$ cat src/rtl/alu_stage_sequencer.sv
// Five-stage instruction sequencer with memory-ready stalls and a stall timeout.
// It also steers ALU operands and the op select for each stage, including the branch-offset PC update.
module alu_stage_sequencer #(
    parameter int WIDTH     = 32,
    parameter int OP_W      = 3,
    parameter int OP_ADD    = 3,
    parameter int PC_STEP   = 1,
    parameter int STALL_MAX = 15
) (
    input  logic             clk,
    input  logic             rst_n,
    input  logic             run,
    input  logic             mem_ready,
    input  logic             instr_mem_rd,
    input  logic             instr_mem_wr,
    input  logic             branch_taken,
    input  logic [WIDTH-1:0] branch_offset,
    input  logic [WIDTH-1:0] PC_output,
    input  logic [WIDTH-1:0] reg_a,
    input  logic [WIDTH-1:0] reg_b,
    input  logic [OP_W-1:0]  alu_operation,
    output logic [2:0]       stage,
    output logic [WIDTH-1:0] alu_in0,
    output logic [WIDTH-1:0] alu_in1,
    output logic [OP_W-1:0]  alu_op_select,
    output logic             pc_we,
    output logic             instr_done,
    output logic             timeout_err
);

    localparam int CNT_W = $clog2(STALL_MAX + 1);

    typedef enum logic [2:0] {
        ST_FETCH      = 3'd0,
        ST_MEM_READ   = 3'd1,
        ST_REG_UPDATE = 3'd2,
        ST_MEM_WRITE  = 3'd3,
        ST_PC_UPDATE  = 3'd4
    } stage_e;

    stage_e           stage_q, stage_d;
    logic [CNT_W-1:0] stall_q, stall_d;
    logic             done_q, done_d;
    logic             terr_q, terr_d;

    logic             in_wait;
    stage_e           ready_next;

    always_ff @(posedge clk or negedge rst_n) begin
        if (!rst_n) begin
            stage_q <= ST_FETCH;
            stall_q <= '0;
            done_q  <= 1'b0;
            terr_q  <= 1'b0;
        end else begin
            stage_q <= stage_d;
            stall_q <= stall_d;
            done_q  <= done_d;
            terr_q  <= terr_d;
        end
    end

    always_comb begin
        stage_d    = stage_q;
        stall_d    = stall_q;
        done_d     = 1'b0;
        terr_d     = terr_q;
        in_wait    = 1'b0;
        ready_next = ST_FETCH;

        if (run) begin
            case (stage_q)
                ST_FETCH: begin
                    in_wait    = 1'b1;
                    ready_next = instr_mem_rd ? ST_MEM_READ : ST_REG_UPDATE;
                end
                ST_MEM_READ: begin
                    in_wait    = 1'b1;
                    ready_next = ST_REG_UPDATE;
                end
                ST_MEM_WRITE: begin
                    in_wait    = 1'b1;
                    ready_next = ST_PC_UPDATE;
                end
                ST_REG_UPDATE: begin
                    stage_d = instr_mem_wr ? ST_MEM_WRITE : ST_PC_UPDATE;
                    stall_d = '0;
                end
                ST_PC_UPDATE: begin
                    stage_d = ST_FETCH;
                    stall_d = '0;
                    done_d  = 1'b1;
                end
                default: begin
                    stage_d = ST_FETCH;
                    stall_d = '0;
                end
            endcase

            // mem_ready takes priority over the timeout check on the limit cycle
            if (in_wait) begin
                if (mem_ready) begin
                    stage_d = ready_next;
                    stall_d = '0;
                end else if (stall_q == CNT_W'(STALL_MAX - 1)) begin
                    stage_d = ST_FETCH;
                    stall_d = '0;
                    terr_d  = 1'b1;
                end else if (stall_q != CNT_W'(STALL_MAX)) begin
                    stall_d = stall_q + 1'b1;
                end
            end
        end
    end

    always_comb begin
        alu_in0       = reg_a;
        alu_in1       = reg_b;
        alu_op_select = alu_operation;
        pc_we         = 1'b0;
        if (stage_q == ST_PC_UPDATE) begin
            alu_in0       = PC_output;
            alu_in1       = branch_taken ? branch_offset : WIDTH'(PC_STEP);
            alu_op_select = OP_W'(OP_ADD);
            pc_we         = run;
        end
    end

    assign stage       = stage_q;
    assign instr_done  = done_q;
    assign timeout_err = terr_q;

endmodule

$ cat config.mk
export PLATFORM = sky130hd
export DESIGN_NAME = alu_stage_sequencer
export DESIGN_NICKNAME = d
export VERILOG_FILES = /design/src/rtl/alu_stage_sequencer.sv
export SDC_FILE = /design/constraint.sdc
export NUM_CORES = 1
export LEC_CHECK = 0
export CAP_MARGIN = 20
export CORE_AREA = 2 2 82 84
export CTS_CLUSTER_SIZE = 30
export DETAILED_ROUTE_END_ITERATION = 8
export DIE_AREA = 0 0 84 86
export DONT_BUFFER_PORTS = 1
export PLACE_DENSITY = 0.38
export REMOVE_ABC_BUFFERS = 1
export SETUP_SLACK_MARGIN = 0.5
export SLEW_MARGIN = 20
export SYNTH_ARGS = -nofsm -noshare
export SYNTH_HDL_FRONTEND = slang
export SYNTH_SLANG_ARGS = --single-unit
$ cat constraint.sdc
create_clock -name clk -period 1.9 [get_ports clk]
set_clock_uncertainty 0.15 [all_clocks]
set_input_delay 0.19 -clock clk [delete_from_list [all_inputs] [get_ports clk]]
set_output_delay 0.19 -clock clk [all_outputs]
set_load 0.01 [all_outputs]
# --- Word level (Yosys, flattened, before mapping) ---
# Cells that the tools add are included.
word_totals:
  latch_bits: 0
  ff_bits: 9
  ramBits: 0
  word_cells: 36
  mem_count: 0
  out_inout_bits: 73
  in_bits: 138
  rom_bits: 0
op_classes:
  n_reduce_logical: 3
  eq_ne: 6
  n_lt_le_gt_ge: 0
  n_div: 0
  muxes: 21
  multipliers: 0
  n_addsub: 1
  bitwise_logic: 1
  shifts: 0
ops:
  columns: ["op", "count"]
  rows:
  - ["$mux W32", 3]
  - ["$mux W4", 5]
  - ["$mux W3", 5]
  - ["$pmux W3 S3", 1]
  - ["$eq A3 B2 Y1 const B", 2]
  - ["$pmux W3 S2", 1]
  - ["$mux W1", 5]
  - ["$add A4 B1 Y4 const B", 1]
  - ["$eq A4 B4 Y1 const B", 1]
  - ["$ne A4 B4 Y1 const B", 1]
  - ["$reduce_and A4 Y1", 1]
  - ["$eq A3 B1 Y1 const B", 1]
  - ["$eq A3 B3 Y1 const B", 1]
  - ["$logic_not A3 Y1", 1]
  - ["$reduce_or A3 Y1", 1]
  - ["$mux W2", 1]
  - ["$not A1 Y1", 1]

# --- Depth between registers and ports, before layout ---
logic_depth:
  word_depth: 7
  ltp_mapped: 6
  mapped_depth_nobuf: 6

# --- Worst setup path after synthesis ---
# OpenSTA, ideal clock, no wires.
synth_path:
  path_type: "register -> output"
  startpoint: "register stage_q[0] (netlist: stage[0])"
  endpoint: "output port alu_in0[0]"
  path_slack_ns: 0.320
  arrival_ns: 1.240
  required_time_ns: 1.560
  stages_incl_launch_ff: 6
  path_cell_list: "dfrtp_1 -> buf_6 -> nor2_4 -> nand2_4 -> buf_6 -> mux2_1"
synth_between:
  elab_chain_len: 2
synth_rtl:
  columns: ["item", "line", "source"]
  rows:
  - ["from (decl)", "41", "stage_e stage_q, stage_d;"]
  - ["from (signal assigned)", "56", "stage_q <= stage_d;"]
  - ["$eq A3 B3 Y1", "121", "if (stage_q == ST_PC_UPDATE) begin"]
  - ["$mux W32", "121", null]
  - ["to (decl)", "23", "output logic [WIDTH-1:0] alu_in0,"]
# Every way passes these cells.

# --- Worst setup path after layout ---
layout_path:
  startpoint: "register stage_q[0] (netlist: stage[0])"
  endpoint: "output port alu_in0[12]"
# Same word-level chain as after synthesis.

==> reports/metrics.cfg <==
[outcome]
outcome=complete, no violations

[clocking]
htreeDepth=1
clkTransAtPathRegs_ns=0.05
ctsLongestPathBuffers=2
clk_latency_ns=0.23
cts_root_buf=clkbuf_8
cts_made_buffers=3
cts_tree=built
cts.sinks=9

[pwr]
p_leak_nw=0.884
powerDensity_nw_per_um2=899
comb_power_share_pct=70.0
pwr-share-clk_pct=12.6
p_total_w=0.00175
pwr-share-seq_pct=17.4
intPower_w=0.000974
power_switching_w=0.000779
peakVddDrop_mv=0.731
netSwitchingFraction_pct=44.5

[floorplan]
std_cell_rows=29
die_width_um=84
core_area_um2=6280
die_height_um=86
die_area_um2=7220
io_pins=211
start_util_pct=22.3

[global_route]
track_usage_pct=13.2
grt_pass1_vias=1447
grt_pass1_wl_mm=7.74
overflow=0
grt_max_degree=33
antenna_found_initial=0

[drt]
wire_per_inst_um=17.5
ant_nets=0
wl_met1_mm=1.88
route.met3.wl_um=440
drc=0
vias=1549
drt-total-wl_mm=5.48
initialDrtViolationCount=53
top_layer=met4
via_per_inst=4.93
dr.pass1.iters=4
met2_length_mm=3.15

[placed_design]
placed_area_um2=1740
port_buffers=0
dp_slack_ns=0.232
routabilityCongestion=0.746
dp_hpwl_mm=4.42

[logic_synthesis]
avgSynthCellArea_um2=6.96
ys_ff_latch=9
yosysSeqAreaShare_pct=16.1
synthCells=201
yosysTopAreaCell=mux2_1
syn_area_um2=1400
synthTopCellsByArea=mux2_1 (24%), nand2_1 (18%), dfrtp_1 (16%)
synthDistinctLibCells=31
ys_warn_count=0
synth.top_cell.area_share_pct=24.2

[finish]
drive_gt1_share_pct=42.6
final_common_cell=nand2_1
area_growth_pct=39.4
antenna_cells=0
fin_nets=378
fin_util_pct=31.1
fillerInstances=693
final_cell_mix=nand2_1 (68), buf_4 (40), mux2_2 (30), o21ai_1 (18)
finalInstanceArea_um2=1950

[critical_path]
cp.depth=4
crit_chain=nor2_4 -> nand2_8 -> buf_12 -> mux2_2
worstSetupEndpointType=primary output
reg2reg_depth=6
cp_slowest_stage_delay_ns=0.42
cp.arrival_ns=1.44
cp_slowest_cell=dfrtp_1
required_ns=1.56
path_delay_family=flip-flops
critical_path_class=flop to primary output
worst-path-buf-inv=1
critPathLaunchType=flop
crit_path_max_fanout=25

[timing]
slew_viol_final=0
setup_ws_ns=0.119
worst_slew_pin_slew_ns=0.404
relSlewSlack_pct=73.0
rsz0062_at_grt=yes
max_freq_ghz=0.561
period_needed_ns=1.78
period_share_pct=93.8
final-hold-violation-count=0
setup_viol=0

[job]
cap_viol_max_count=0

[hold_path]
hold_path_class=input port to flop
hold_depth=3

-- area by class of cell --
cell class              count  area, um2  area share (%)
multi-input cells         173       1170            60.2
clock buffers               4       45.0            2.31
well taps                  77       96.3            4.94
repair buffers             47        394            20.2
flip-flops and latches      9        226            11.6
inverters                   4       15.0           0.770
-- routing by layer --
| metal | track usage [%] | up-vias |
|---|---|---|
| met1 | 14.9 | 688 |
| met5 | 0 | - |
| met3 | 4.23 | 2 |
| met2 | 25.0 | 90 |
| li1 | - | 769 |
| met4 | 1.32 | 0 |
-- power by group through the flow --
stage | clock (W) | combinational, W | sequential, W
2_1_floorplan | 0 | 0.000598 | 0.000341
3_3_place_gp | 0 | 0.00106 | 0.000295
3_5_place_dp | 0 | 0.00105 | 0.000299
4_1_cts | 0.000226 | 0.00119 | 0.000298
5_1_grt | 0.000242 | 0.00134 | 0.000313
6_report | 0.000221 | 0.00123 | 0.000306
-- worst register-to-register path, delay by kind of cell (launching register included) --
| kind | cells | cell delay, ns |
|---|---|---|
| compound gates | 2 | 0.34 |
| buf+inv | 1 | 0.06 |
| fa+ha+maj | 1 | 0.20 |
| flops | 1 | 0.37 |
| simple gates | 2 | 0.26 |
-- synthesized netlist by cell type, drive strengths merged --
library cell and instances:
nand3 3, nor2 5, o21a 1, nand2b 4, dfrtp 9, a32oi 1, a21oi 5, nor2b 2
o211ai 2, clkbuf 7, o21bai 1, buf 8, o41ai 1, mux2 32, inv 4, ha 2
o22ai 1, a31oi 2, and2 1, nand3b 3, o311ai 1, o21ai 34, nand4b 1, nor3 1
o2bb2ai 1, nand2 69
-- repair_timing --
item | 4_1_cts | 5_1_grt
hold buffers | 2 | 0
endpoints found under the setup margin | 73 | 74
hold endpoints to repair | 15 | 0
setup buffers | 4 | 0
pin swaps | 3 | 2
resized for setup | 61 | 20
-- metrics by stage --
| stage | cells | TNS [ns] | hold slack [ns] |
|---|---|---|---|
| after floorplan | 186 | -1.08 | -0.256 |
| after global placement | 304 | 0 | -0.255 |
| after detailed placement | 304 | 0 | -0.255 |
| after CTS | 314 | 0 | 0.00821 |
| after global routing | 314 | 0 | 0.00663 |
| final | 314 | 0 | 0.00617 |
-- cell families (layout without fill, tap and decap cells) --
| logic type | after synthesis | in the layout | synth area share [%] |
|---|---|---|---|
| mux | 32 | 32 | 26.3 |
| simple gates | 89 | 89 | 28.3 |
| buf+inv | 19 | 55 | 7.60 |
| flops | 9 | 9 | 16.1 |
| compound gates | 50 | 50 | 19.9 |
| fa+ha+maj | 2 | 2 | 1.79 |
-- final timing paths --
| kind | startpoint | to | slack [ns] |
|---|---|---|---|
| hold reg to reg | timeout_err | timeout_err | 0.40 |
| max in group asynchronous | rst_n | stage[2] | 1.11 |
| setup / recovery | stage[0] | alu_in0[12] | 0.12 |
| min in group asynchronous | rst_n | stall_q[2] | 0.17 |
| hold / removal | run | stall_q[0] | 0.006 |
| setup reg to reg | stall_q[0] | stall_q[1] | 0.43 |
-- flip-flops by register name, indices dropped and copies added, names as in the netlist --
| signal | count |
|---|---|
| timeout_err | 1 |
| instr_done | 1 |
| stall_q | 4 |
| stage | 3 |
Note: power is estimated with default switching activity, not from simulation.
